<file path="config.mk">
export PLATFORM = sky130hd
export DESIGN_NAME = seq_detect_param
export DESIGN_NICKNAME = d
export VERILOG_FILES = /design/src/rtl/seq_detect_param.sv
export SDC_FILE = /design/constraint.sdc
export NUM_CORES = 1
export LEC_CHECK = 0
export CORE_ASPECT_RATIO = 0.8
export CORE_UTILIZATION = 40
export CTS_CLUSTER_SIZE = 40
export DETAILED_ROUTE_END_ITERATION = 8
export PLACE_DENSITY = 0.65
export SYNTH_ARGS = -nofsm -noshare
export SYNTH_HDL_FRONTEND = slang
export SYNTH_SLANG_ARGS = --single-unit
</file>
<file path="constraint.sdc">
create_clock -name clk -period 2.3 [get_ports clk]
set_input_delay 0.575 -clock clk [delete_from_list [all_inputs] [get_ports clk]]
set_output_delay 0.575 -clock clk [all_outputs]
set_load 0.02 [all_outputs]
</file>
<file path="src/rtl/seq_detect_param.sv">
// seq_detect_param: serial Moore pattern detector with loadable pattern and saturating match count
module seq_detect_param #(
  parameter int               PAT_W   = 4,
  parameter logic [PAT_W-1:0] PATTERN = 4'b1011,
  parameter bit               OVERLAP = 1'b1,
  parameter int               CNT_W   = 8
) (
  input  logic             clk,
  input  logic             rst,
  input  logic             IN,
  input  logic             in_valid,
  input  logic             load,
  input  logic [PAT_W-1:0] pat_in,
  output logic             OUT,
  output logic [CNT_W-1:0] match_cnt,
  output logic             cnt_sat,
  output logic             armed
);
  localparam int FW = $clog2(PAT_W + 1);
  localparam logic [FW-1:0] FULL = FW'(PAT_W);
  localparam logic [FW-1:0] LAST = FW'(PAT_W - 1);
  logic [PAT_W-1:0] hist_q, hist_d, pat_q, pat_d, win;
  logic [FW-1:0]    fill_q, fill_d;
  logic [CNT_W-1:0] cnt_q, cnt_d;
  logic             out_q, accept, match;
  // next state: load outranks a valid bit; a match needs PAT_W bits since the last restart
  always_comb begin
    accept = in_valid && !load;
    win    = {hist_q[PAT_W-2:0], IN};
    match  = accept && fill_q >= LAST && win == pat_q;
    hist_d = accept ? win : hist_q;
    pat_d  = load ? pat_in : pat_q;
    fill_d = (load || (match && !OVERLAP)) ? '0 :
             (accept && fill_q != FULL) ? fill_q + 1'b1 : fill_q;
    cnt_d  = (match && !cnt_sat) ? cnt_q + 1'b1 : cnt_q;
  end
  // state registers with synchronous reset; OUT is the registered match
  always_ff @(posedge clk) begin
    if (rst) begin
      hist_q <= '0;
      fill_q <= '0;
      pat_q  <= PATTERN;
      out_q  <= 1'b0;
      cnt_q  <= '0;
    end else begin
      hist_q <= hist_d;
      fill_q <= fill_d;
      pat_q  <= pat_d;
      out_q  <= match;
      cnt_q  <= cnt_d;
    end
  end
  assign OUT       = out_q;
  assign match_cnt = cnt_q;
  assign cnt_sat   = &cnt_q;
  assign armed     = fill_q == FULL;
endmodule

</file>
==> key figures <==
Die
  • Initial Util: 42.5%
  • Core area: 2180 µm²
  • IO Pins: 20
  • Die Wd: 55.8 µm
  • FP Rows: 15
  • Die span in y: 45 µm
  • Die area: 2510 µm²

Timing
  • Max Clk Rate: 0.445 GHz
  • Endpoints failing setup: 0
  • Slew @ Worst Pin: 0.350 ns
  • Clk_skew: 0.00999 ns
  • Max Slew Vio Count: 0
  • Period Utilization, post-route: 97.6%
  • Hold slack final: 0.523 ns
  • Final min period: 2.24 ns
  • Final hold viol count: 0
  • Rel. slew slack: 76.5%
  • Min setup slack post-route: 0.0551 ns

Worst setup path
  • CP delay by family, top: simple AND/OR/NAND/NOR gates
  • CP arrival: 2.45 ns
  • Crit end category: flop
  • CP max stage delay: 0.59 ns
  • CP startpoint kind: input pin
  • Crit path max-delay cell type: or4_4
  • Critical-path cell list: clkdlybuf4s50_1 -> o221ai_2 -> or4_4 -> nor4b_4 -> mux2_4
  • Crit path max fanout: 5
  • Worst path required time: 2.50 ns
  • WP buf/inv: 1
  • Kind of critical path: input pin to flop

Logic synthesis
  • Top_reg_cell synth: dfxtp_1
  • Synth cell count leaders: dfxtp_1 (19), inv_1 (8), a21oi_1 (7), nor2_1 (7), nand2_1 (5)
  • Synth area leader: dfxtp_1
  • Post-synthesis sequential area ratio: 41.1%
  • Mapped Nets: 116
  • Synth top area share: 41.1%
  • Synthesized area per cell: 8.98 µm²
  • Post-synthesis instance total: 103
  • Synth cell types: 38
  • Mapped cell area: 925 µm²
  • Largest cells by area after synthesis: dfxtp_1 (41%), ha_1 (5.4%), mux2i_1 (4.3%)
  • Most frequent cell after synthesis: dfxtp_1
  • Async SR Flop Fraction: 0%
  • Synth Register Bits: 19
  • EDFF count, synth: 0
  • Synth warn: 0

Routing
  • Routed wire per std cell: 12.7 µm
  • Routed WL: 1970 µm
  • DR vias/cell: 5.17
  • Drt pass-1 iters: 4
  • Antenna Nets Post-Route: 0
  • Initial DRC count: 24
  • Routed via count: 801
  • # DRC: 0

Pwr
  • Pwr Density: 453 nW/µm²
  • Leakage: 0.000504 µW
  • Power after layout: 564 µW
  • Peak VDD IR: 0.487 mV

Clock network
  • Root Driver: clkbuf_4
  • # Post-CTS Setup Buffers: 0
  • Clock latency on the worst-skew pair: 0.30 ns
  • Clock Tree Buf Depth: 2
  • CTS Buf Count: 3
  • CTS sink cnt: 19
  • H-Tree Depth: 1
  • CTS Hold Buffers Added: 0
  • Clk slew on worst S/H paths: 0.11 ns
  • CTS tree: built

Final layout
  • # nets final: 144
  • Share of cells above drive strength 1: 13.8%
  • Fillers: 209
  • Final instance area: 1240 µm²
  • Layout area overhead: 34.6%
  • Ant. Diodes: 0

Placement
  • Placement Cell Area: 1190 µm²
  • Routability cong.: 0.884
  • Post-DP HPWL: 1410 µm
  • Post-Place Worst Slack: -0.311 ns
  • Port bufs: 19

Run
  • Max Cap Viol: 0

Global routing
  • Global Route Usage Sum: 16.6%
  • Vias in the first global route: 699
  • Grt total ovfl: 0
  • First-pass GRT wire length: 3180 µm
  • Largest net degree at the start of global routing: 17
  • Antenna violations before repair: 0

Hold path
  • Worst hold path type: flop to flop

Status
  • Status: complete, no violations
[where the power goes]
part           switching (µW)  internal [µW]  leakage, µW
Clock                     101           67.5    0.0000150
Combinational            26.2           29.1     0.000335
Sequential               4.31            336     0.000154
Total                     132            432     0.000504
[layout by cell type, fill, tap and decap left out, types with 3 or more instances in the layout]
cell type,instances
a21oi_1,7
buf_4,9
clkbuf_4,3
clkdlybuf4s50_1,15
dfxtp_1,19
ha_1,4
inv_1,8
mux2i_1,4
nand2_1,5
nor2_1,7
nor3_1,4
o21ai_0,4
o31ai_1,3
[worst register-to-register path, cell delays in order, from the launching register on]
cell     delay [ns]
dfxtp_1        0.38
ha_1           0.16
ha_1           0.14
a211o_1        0.10
nand2_1        0.06
or4_4          0.47
nor4b_4        0.31
mux2_4         0.32
[repair_timing]
item                                    CTS  global route
endpoints found under the setup margin    2             1
pin swaps                                 0             2
gates resized for setup                   2             7
[cells by family (layout without fill, tap and decap cells)]
group	after synthesis	count (layout)	share of synthesized area, %
and+or+nand+nor	36	36	22.9
AOI/OAI and AO/OA	23	23	16.5
DFF	19	19	41.1
buffers and inverters	13	40	5.68
muxes	5	5	5.55
adders and majority gates	4	4	5.41
xor gates and xnor gates	3	3	2.84
[through the flow]
stage,std cells,setup TNS [ns],util [%]
finish,155,0,57.2
global route,155,-0.0155,57.2
CTS,155,0,55.8
detailed placement,151,-1.45,54.7
global placement,151,-1.33,54.7
floorplan,103,0,-
[path summary, 6_finish.rpt]
path	slack (ns)	cells after the start	from	to
max reg2reg	0.27	7	fill_q[1]	match_cnt[7]
min	0.52	2	match_cnt[6]	match_cnt[6]
max	0.06	5	IN	match_cnt[7]
min reg2reg	0.52	2	match_cnt[6]	match_cnt[6]
[state kept, by name, indices dropped and copies added (netlist names)]
name       cells
hist_q         3
fill_q         3
match_cnt      8
pat_q          4
OUT            1
[area by class of cell]
type	count	area [µm²]	share of cell area, %
tap	25	31.3	2.51
sequential	19	380	30.6
inverter	8	30.0	2.41
timing repair buffer	28	260	20.9
multi-input combinational	71	517	41.5
clock buffer	4	26.3	2.11
[routing by layer]
layer  routed length, µm  GRT usage, %
met5                   0             0
met2                 784          24.3
met4                  14          3.00
met3                 100          6.30
met1                1070          23.6
Note: power is estimated with default switching activity, not from simulation.
